### src/rtl/ball_motion.sv
// Per-ball kinematics: cue launch, latched collision velocity, frame-based friction
// and saturating fixed-point position integration. One instance per ball.
module ball_motion #(
  parameter int INITIAL_X              = 200,
  parameter int INITIAL_Y              = 240,
  parameter int MAX_X                  = 639,
  parameter int MAX_Y                  = 479,
  parameter int FRICTION_PERIOD        = 4,
  parameter int FIXED_POINT_MULTIPLIER = 64
) (
  input  logic               clk,
  input  logic               resetN,
  input  logic               startOfFrame,
  input  logic               cueHit,
  input  logic signed [10:0] cueVelX,
  input  logic signed [10:0] cueVelY,
  input  logic               collisionOccurred,
  input  logic signed [10:0] collVelX,
  input  logic signed [10:0] collVelY,
  input  logic               holeHit,
  input  logic               respawn,
  output logic [10:0]        topLeftPosX,
  output logic [10:0]        topLeftPosY,
  output logic signed [10:0] velX,
  output logic signed [10:0] velY,
  output logic               moving,
  output logic               inHole
);

  // state     | meaning
  // STOPPED   | at rest, waiting for a cue hit or a collision
  // MOVING    | integrating position on every startOfFrame
  // POCKETED  | in a hole, frozen until respawn
  localparam logic [1:0] ST_STOPPED  = 2'd0;
  localparam logic [1:0] ST_MOVING   = 2'd1;
  localparam logic [1:0] ST_POCKETED = 2'd2;

  localparam int SHIFT = $clog2(FIXED_POINT_MULTIPLIER);
  localparam int CW    = (FRICTION_PERIOD > 1) ? $clog2(FRICTION_PERIOD) : 1;

  localparam logic [17:0]   SPAWN_X  = 18'(INITIAL_X * FIXED_POINT_MULTIPLIER);
  localparam logic [17:0]   SPAWN_Y  = 18'(INITIAL_Y * FIXED_POINT_MULTIPLIER);
  localparam logic [18:0]   LIMIT_X  = 19'(MAX_X * FIXED_POINT_MULTIPLIER);
  localparam logic [18:0]   LIMIT_Y  = 19'(MAX_Y * FIXED_POINT_MULTIPLIER);
  localparam logic [CW-1:0] CNT_LAST = CW'(FRICTION_PERIOD - 1);

  logic [1:0]          state;
  logic [17:0]         pos_x, pos_y;
  logic signed [10:0]  vel_x, vel_y;
  logic [CW-1:0]       frame_cnt;
  logic                coll_latch;
  logic signed [10:0]  lat_vx, lat_vy;

  logic                coll_take, apply_coll, update_en, cue_go;
  logic signed [10:0]  nv_x, nv_y;
  logic [CW-1:0]       cnt_next;

  function automatic logic signed [10:0] toward_zero(input logic signed [10:0] v);
    if (v > 0)      return v - 11'sd1;
    else if (v < 0) return v + 11'sd1;
    else            return v;
  endfunction

  function automatic logic [17:0] step_pos(input logic [17:0] p,
                                           input logic signed [10:0] v,
                                           input logic [18:0] limit);
    logic signed [18:0] sum;
    sum = $signed({1'b0, p}) + $signed({{8{v[10]}}, v});
    if (sum < 0)                    return 18'd0;
    else if (sum > $signed(limit))  return limit[17:0];
    else                            return sum[17:0];
  endfunction

  // A collision arriving with startOfFrame is applied in that same update.
  assign coll_take  = collisionOccurred & ~coll_latch;
  assign apply_coll = coll_latch | collisionOccurred;
  assign update_en  = startOfFrame &
                      ((state == ST_MOVING) | ((state == ST_STOPPED) & apply_coll));
  assign cue_go     = cueHit & (state == ST_STOPPED) &
                      ((cueVelX != 11'sd0) | (cueVelY != 11'sd0));
  assign cnt_next   = (frame_cnt == CNT_LAST) ? '0 : frame_cnt + CW'(1);

  always_comb begin
    nv_x = vel_x;
    nv_y = vel_y;
    if (coll_latch) begin
      nv_x = lat_vx;
      nv_y = lat_vy;
    end else if (collisionOccurred) begin
      nv_x = collVelX;
      nv_y = collVelY;
    end else if (frame_cnt == CNT_LAST) begin
      nv_x = toward_zero(vel_x);
      nv_y = toward_zero(vel_y);
    end
  end

  always_ff @(posedge clk or negedge resetN) begin
    if (!resetN) begin
      state      <= ST_STOPPED;
      pos_x      <= SPAWN_X;
      pos_y      <= SPAWN_Y;
      vel_x      <= '0;
      vel_y      <= '0;
      frame_cnt  <= '0;
      coll_latch <= 1'b0;
      lat_vx     <= '0;
      lat_vy     <= '0;
    end else begin
      case (state)
        ST_POCKETED: begin
          if (respawn) begin
            pos_x      <= SPAWN_X;
            pos_y      <= SPAWN_Y;
            frame_cnt  <= '0;
            coll_latch <= 1'b0;
            state      <= ST_STOPPED;
          end
        end
        ST_STOPPED, ST_MOVING: begin
          if (holeHit) begin
            vel_x      <= '0;
            vel_y      <= '0;
            coll_latch <= 1'b0;
            state      <= ST_POCKETED;
          end else if (cue_go) begin
            vel_x     <= cueVelX;
            vel_y     <= cueVelY;
            frame_cnt <= '0;
            state     <= ST_MOVING;
            if (coll_take) begin
              coll_latch <= 1'b1;
              lat_vx     <= collVelX;
              lat_vy     <= collVelY;
            end
          end else if (update_en) begin
            vel_x      <= nv_x;
            vel_y      <= nv_y;
            frame_cnt  <= cnt_next;
            pos_x      <= step_pos(pos_x, nv_x, LIMIT_X);
            pos_y      <= step_pos(pos_y, nv_y, LIMIT_Y);
            coll_latch <= 1'b0;
            state      <= ((nv_x == 11'sd0) && (nv_y == 11'sd0)) ? ST_STOPPED : ST_MOVING;
          end else if (coll_take) begin
            coll_latch <= 1'b1;
            lat_vx     <= collVelX;
            lat_vy     <= collVelY;
          end
        end
        default: state <= ST_STOPPED;
      endcase
    end
  end

  assign topLeftPosX = 11'(pos_x >> SHIFT);
  assign topLeftPosY = 11'(pos_y >> SHIFT);
  assign velX        = vel_x;
  assign velY        = vel_y;
  assign moving      = (state == ST_MOVING);
  assign inHole      = (state == ST_POCKETED);

endmodule
### config.mk
export PLATFORM = sky130hd
export DESIGN_NAME = ball_motion
export DESIGN_NICKNAME = d
export VERILOG_FILES = /design/src/rtl/ball_motion.sv
export SDC_FILE = /design/constraint.sdc
export NUM_CORES = 1
export LEC_CHECK = 0
export ABC_CLOCK_PERIOD_IN_PS = 14400
export BUFFER_PORTS_ARGS = -buffer_cell sky130_fd_sc_hd__buf_2
export CORE_UTILIZATION = 64
export DETAILED_ROUTE_END_ITERATION = 7
export PLACE_DENSITY = 0.87
export SLEW_MARGIN = 20
export SYNTH_ARGS = -nofsm -noshare
export SYNTH_HDL_FRONTEND = slang
export SYNTH_SLANG_ARGS = --single-unit
### constraint.sdc
create_clock -name clk -period 14.4 [get_ports clk]
set_input_delay 1.44 -clock clk [delete_from_list [all_inputs] [get_ports clk]]
set_output_delay 1.44 -clock clk [all_outputs]
set_load 0.02 [all_outputs]
# Yosys cells after proc, flatten, opt, wreduce, memory -nomap -nowiden
# Index checks and enable logic that the tools add are counted.
[classes]
n_addsub = 7
magnitude_cmp = 8
eq_ne = 10
muxes = 53
bitwise = 10
n_reduce_logical = 15
[ops]
columns = ["op", "n"]
rows = [
  ["2-to-1 mux 11 bit", 22],
  ["2-to-1 mux 18 bit", 12],
  ["case mux 18 bit (2 select lines)", 2],
  ["adder 19 x 11 -> 19 bit", 2],
  ["less-than comparator 19 x 1 -> 1 bit (second input constant)", 2],
  ["adder 11 x 2 -> 11 bit (second input constant)", 2],
  ["> comparator 11 x 1 -> 1 bit (second input constant)", 2],
  ["zero test 11 bit", 2],
  ["less-than comparator 11 x 1 -> 1 bit (second input constant)", 2],
  ["nonzero test 11 bit", 2],
  ["subtractor 11 x 2 -> 11 bit (second input constant)", 2],
  ["> comparator 19 x 16 -> 1 bit (second input constant)", 1],
  ["> comparator 19 x 17 -> 1 bit (second input constant)", 1],
  ["2-to-1 mux 2 bit", 8],
  ["!= test 2 bit (second input constant)", 4],
  ["case mux 2 bit (2 select lines)", 2],
  ["2-to-1 mux 1 bit", 6],
  ["AND reduction 2 bit", 3],
  ["bitwise AND 1 bit", 5],
  ["AND reduction 5 bit", 1],
  ["equality test 2 bit (second input constant)", 2],
  ["!= test 4 bit (second input constant)", 1],
  ["AND reduction 4 bit", 1],
  ["!= test 3 bit (second input constant)", 1],
  ["12 further kinds", 15],
]
[totals]
reg_bits = 85
in_bits = 51

# Depth between registers and ports, before layout
[logic_depth]
word_depth = 14
mapped_depth = 18

# Least setup slack after synthesis
# Ideal clock, no wire load.
[synth_path]
kind = "input-to-reg"
start = "input collisionOccurred"
end = "register pos_x[15]"
arrival_time_ns = 4.818
required_time_ns = 14.279
setup_slack_ns = 9.461
path_stages = 13
path_buffers = 1
path_cell_list = "buf_6 nor2_1 nand2_1 o21ai_0 ha_1 a21o_1 a211o_1 nor3_1 a21oi_1 mux2i_1 or2_2 or3_1 a22o_1"
[synth_via]
elab_chain_len = 10
word_cells_on_any_way = 17
cone_classes = "add/sub (1); order compare (2); eq/ne (1); mux (8); bitwise (4); reduce/logical (1)"
[synth_rtl]
columns = ["item", "line_no", "text"]
rows = [
  ["from (decl)", "17", "input logic collisionOccurred,"],
  ["2-to-1 mux 11 bit", "89", "end else if (collisionOccurred) begin"],
  ["2-to-1 mux 11 bit", "86", "if (coll_latch) begin"],
  ["adder 19 x 11 -> 19 bit", "68", "sum = $signed({1'b0, p}) + $signed({{8{v[10]}}, v});"],
  ["> comparator 19 x 17 -> 1 bit", "70", "else if (sum > $signed(limit)) return limit[17:0];"],
  ["2-to-1 mux 18 bit", "70", ""],
  ["2-to-1 mux 18 bit", "69", "if (sum < 0) return 18'd0;"],
  ["2-to-1 mux 18 bit", "136", "end else if (update_en) begin"],
  ["2-to-1 mux 18 bit", "126", "end else if (cue_go) begin"],
  ["2-to-1 mux 18 bit", "121", "if (holeHit) begin"],
  ["case mux 18 bit (2 select lines)", "110", "case (state)"],
  ["to (signal assigned)", "140", "pos_x <= step_pos(pos_x, nv_x, LIMIT_X);"],
  ["to (decl)", "48", "logic [17:0] pos_x, pos_y;"],
]
# Parallel ways exist; a longest one is shown, timed or not. The select of a mux whose other input is x is not followed.
# A chain may end at the register's enable or synchronous reset.

# Worst setup path in the final report
[layout_path]
start = "register vel_x[0], in the netlist velX[0]"
end = "register pos_x[0]"
[layout_via]
elab_chain_len = 14
word_cells_on_any_way = 18
cone_classes = "add/sub (3); order compare (4); mux (11)"
[layout_rtl]
columns = ["item", "line_no", "text"]
rows = [
  ["from (decl)", "49", "logic signed [10:0] vel_x, vel_y;"],
  ["from (signal assigned)", "127", "vel_x <= cueVelX;"],
  ["from (signal assigned)", "137", "vel_x <= nv_x;"],
  ["adder 11 x 2 -> 11 bit or less-than comparator 11 x 1 -> 1 bit (tied branches)", "60", "else if (v < 0) return v + 11'sd1;"],
  ["2-to-1 mux 11 bit", "60", ""],
  ["2-to-1 mux 11 bit", "59", "if (v > 0) return v - 11'sd1;"],
  ["2-to-1 mux 11 bit *", "92", "end else if (frame_cnt == CNT_LAST) begin"],
  ["2-to-1 mux 11 bit *", "89", ""],
  ["2-to-1 mux 11 bit *", "86", ""],
  ["adder 19 x 11 -> 19 bit *", "68", ""],
  ["> comparator 19 x 17 -> 1 bit", "70", ""],
  ["2-to-1 mux 18 bit", "70", ""],
  ["2-to-1 mux 18 bit *", "69", ""],
  ["2-to-1 mux 18 bit *", "136", ""],
  ["2-to-1 mux 18 bit *", "126", ""],
  ["2-to-1 mux 18 bit *", "121", ""],
  ["case mux 18 bit (2 select lines) *", "110", ""],
]
# Mark *: on every way between the ends. The rest lies on a longest branch, timed or not. The select of a mux whose other input is x is not followed.

==> impl_metrics.env <==
export IMPL_status="finished clean"
export IMPL_wl_met1_mm=8.56
export IMPL_cp_data_arrival_time_ns=6.18
export IMPL_p_per_area_nw_per_um2=157
export IMPL_slew_viol_final=0
export IMPL_synth_flop_cell="dfrtp_1"
export IMPL_cp_required_ns=14.67
export IMPL_cts_sinks=85
export IMPL_synth_edf_count=0
export IMPL_cp_start_kind="flip-flop"
export IMPL_drive_above_1_share_pct=18.7
export IMPL_cts_resized=0
export IMPL_ir_worst_vdd_mv=0.139
export IMPL_antenna_found_initial=0
export IMPL_rsz0062_at_grt="false"
export IMPL_met2_length_mm=8.81
export IMPL_fin_crit_sh_pct=41.1
export IMPL_ys_ff_latch=85
export IMPL_drc_errors=0
export IMPL_layout_nets=1000
export IMPL_pre_cts_ws_ns=8.52
export IMPL_path_clk_slew_ns=0.06
export IMPL_grt_overflow=0
export IMPL_finClkSkew_ns=0.00505
export IMPL_ant_nets=0
export IMPL_fmax_mhz=169
export IMPL_crit_path_end_kind="flip-flop"
export IMPL_min_delay_path_depth=2
export IMPL_setup_ws_ns=8.49
export IMPL_avgRoutedWirePerCell_um=18.8
export IMPL_critical_path_top_delay_family="simple AND/OR/NAND/NOR gates"
export IMPL_hpwlAfterDp_mm=14.6
export IMPL_grt_max_degree=66
export IMPL_ys_warnings_count=0
export IMPL_antenna_cells=0
export IMPL_core_um2=11000
export IMPL_syn_inst=849
export IMPL_finalWirelength_mm=19.7
export IMPL_drtPass1Iterations=5
export IMPL_cap_violations=0
export IMPL_gp_congestion=0.916
export IMPL_yosys_area_top_type="dfrtp_1"
export IMPL_rows=38
export IMPL_power_uw=1250
export IMPL_die_x_um=109
export IMPL_die_h_um=109
export IMPL_finalSetupViolations=0
export IMPL_syn_area_um2=7300
export IMPL_cts_tree="yes"
export IMPL_worstSkewPairLatency_ns=0.35
export IMPL_seq_area_frac_synth_pct=29.2
export IMPL_r2r_end="pos_x[0]$_DFFE_PN0P_"
export IMPL_reg2reg_from="velX[0]$_DFFE_PN0P_"
export IMPL_hold_buffers=0
export IMPL_hold_viol_final=0
export IMPL_start_util_pct=66.5
export IMPL_grtUsageTotal_pct=34.1
export IMPL_r2r_worst_path_cells=17
export IMPL_drt_iter0_drc=581
export IMPL_period_minus_slack_ns=5.91
export IMPL_crit_slowest_cell="a222oi_1"
export IMPL_io_buffers=96
export IMPL_design_area_um2=7950
export IMPL_cts_root_buf="clkbuf_16"
export IMPL_fin_tns_setup_ns=0
export IMPL_hold_start="pos_x[5]$_DFFE_PN0P_"
export IMPL_path_max_fanout=10
export IMPL_crit_type="flip-flop to flip-flop"
export IMPL_worstHoldEndpoint="pos_x[5]$_DFFE_PN0P_"
export IMPL_syn_nets=948
export IMPL_area_growth_pct=8.86
export IMPL_grt_pass1_wl_mm=31.6
export IMPL_crit_path_max_incr_delay_ns=0.71
export IMPL_worst_pin_slew_ns=1.20
export IMPL_htree_levels=3
export IMPL_viasPerCell=6.72
export IMPL_syn_area_per_cell_um2=8.60
export IMPL_cts_buffers_inserted=9
export IMPL_crit_chain="inv_1 -> ha_1 -> or4b_1 -> o41ai_4 -> nor3_1 -> xnor2_1 -> a222oi_1 -> inv_1 -> ha_1 -> nand2_1 -> nor3_1 -> nand3_1 -> a311o_1 -> xnor2_1 -> nor2_1 -> nand4_1 -> o21ai_0"
export IMPL_yosys_cell_types_count=82
export IMPL_post_cts_buffers=0
export IMPL_clockBufferDepth=2
export IMPL_grt_pass1_vias=6432
export IMPL_dieArea_um2=11800
export IMPL_cp_buffers_inverters=2
export IMPL_netlist_area_leader_share_pct=26.7
export IMPL_synth_area_leaders="dfrtp_1 (27%), ha_1 (7.9%), o21ai_0 (4.4%)"
export IMPL_io_pins=97
export IMPL_async_reset_ff_share_pct=100
export IMPL_slew_limit_headroom_pct=19.4
export IMPL_dr_wl_met3_mm=1.67
export IMPL_routed_top_layer="met4"
export IMPL_placedInstanceArea_um2=7640
export IMPL_p_leak_uw=0.00367
export IMPL_regToRegSetupSlack_ns=8.49
export IMPL_via_count=7032
export IMPL_crit_start="velX[0]$_DFFE_PN0P_"
export IMPL_hold_ws_ns=0.495
export IMPL_worstHoldPathType="flip-flop to flip-flop"
-- worst max path at each step --
stage / to / cells after the start
floorplan: pos_x[15]$_DFFE_PN0P_ / 13
global placement: pos_x[6]$_DFFE_PN0P_ / 13
detailed placement: pos_x[9]$_DFFE_PN1P_ / 13
CTS: pos_x[0]$_DFFE_PN0P_ / 17
global route: pos_x[1]$_DFFE_PN0P_ / 17
finish: pos_x[0]$_DFFE_PN0P_ / 17
-- layout by cell type (no fill, tap or decap), types with 6 or more instances in the layout --
cell,Yosys,routed
buf_2,5,95
nand2_1,79,79
dfrtp_1,78,78
o21ai_0,64,63
nor2_1,52,51
ha_1,46,46
a21oi_1,45,45
nor3_1,27,27
inv_1,25,25
mux2_2,25,25
xnor2_1,22,22
nand3_1,22,22
mux2i_1,20,20
nor4_1,15,15
a211oi_1,15,15
a21o_1,15,15
xor2_1,15,15
nand4_1,14,14
a31oi_1,13,13
nand2b_1,12,12
and3_1,12,12
and2_1,10,10
o21a_1,9,9
o22ai_1,9,9
a22o_1,9,9
clkbuf_16,0,9
o31ai_1,8,8
dfstp_2,7,7
a22oi_1,6,6
buf_4,23,6
-- power breakdown --
part / switching, µW / internal (µW)
sequential: 70.8 / 300
clock: 101 / 139
combinational: 389 / 252
-- metrics by stage --
step / instances / utilization (%)
2_1_floorplan: 849 / -
3_3_place_gp: 1029 / 69.5
3_5_place_dp: 1029 / 69.5
4_1_cts: 1045 / 72.3
5_1_grt: 1046 / 72.4
6_report: 1046 / 72.4
-- area by class of cell --
class | instances | area, µm²
Fill cell | 826 | 3030
Inverter | 25 | 93.8
Tap cell | 140 | 175
Sequential cell | 85 | 2140
Multi-Input combinational cell | 678 | 4710
Clock buffer | 11 | 243
Timing Repair Buffer | 102 | 532
Clock inverter | 5 | 60.1
-- synthesized netlist by cell type, types with 13 or more instances --
cell type and instances:
nand2_1 79, dfrtp_1 78, o21ai_0 64, nor2_1 52
ha_1 46, a21oi_1 45, nor3_1 27, clkbuf_1 26
inv_1 25, mux2_2 25, buf_4 23, nand3_1 22
xnor2_1 22, mux2i_1 20, a211oi_1 15, a21o_1 15
nor4_1 15, xor2_1 15, nand4_1 14, a31oi_1 13
-- cells by family (layout without fill, tap and decap cells) --
group / after synthesis / count (layout) / synth area share, %
buffers and inverters: 86 / 143 / 6.34
muxes: 45 / 45 / 6.60
adders and majority gates: 48 / 48 / 8.43
and+or+nand+nor: 287 / 287 / 20.3
AOI/OAI and AO/OA: 261 / 261 / 24.7
xor gates and xnor gates: 37 / 37 / 4.44
DFF: 85 / 85 / 29.2
-- tightest hold or removal path, delay by kind of cell, from the launching register on --
family | cells | cell delay [ns]
AOI/OAI and AO/OA | 1 | 0.06
and+or+nand+nor | 1 | 0.05
DFF | 1 | 0.35
-- state kept, by name, summed over array words and instances (netlist names) --
signal	cells
coll_latch	1
pos_x	18
state	2
pos_y	18
lat_vy	11
velY	11
frame_cnt	2
velX	11
lat_vx	11
-- metal layers --
layer | vias up | track usage [%]
li1 | 3309 | -
met1 | 3303 | 46.6
met2 | 359 | 52.7
met3 | 61 | 6.99
met4 | 0 | 13.8
met5 | - | 0
Power figures use the tool's default switching activity.
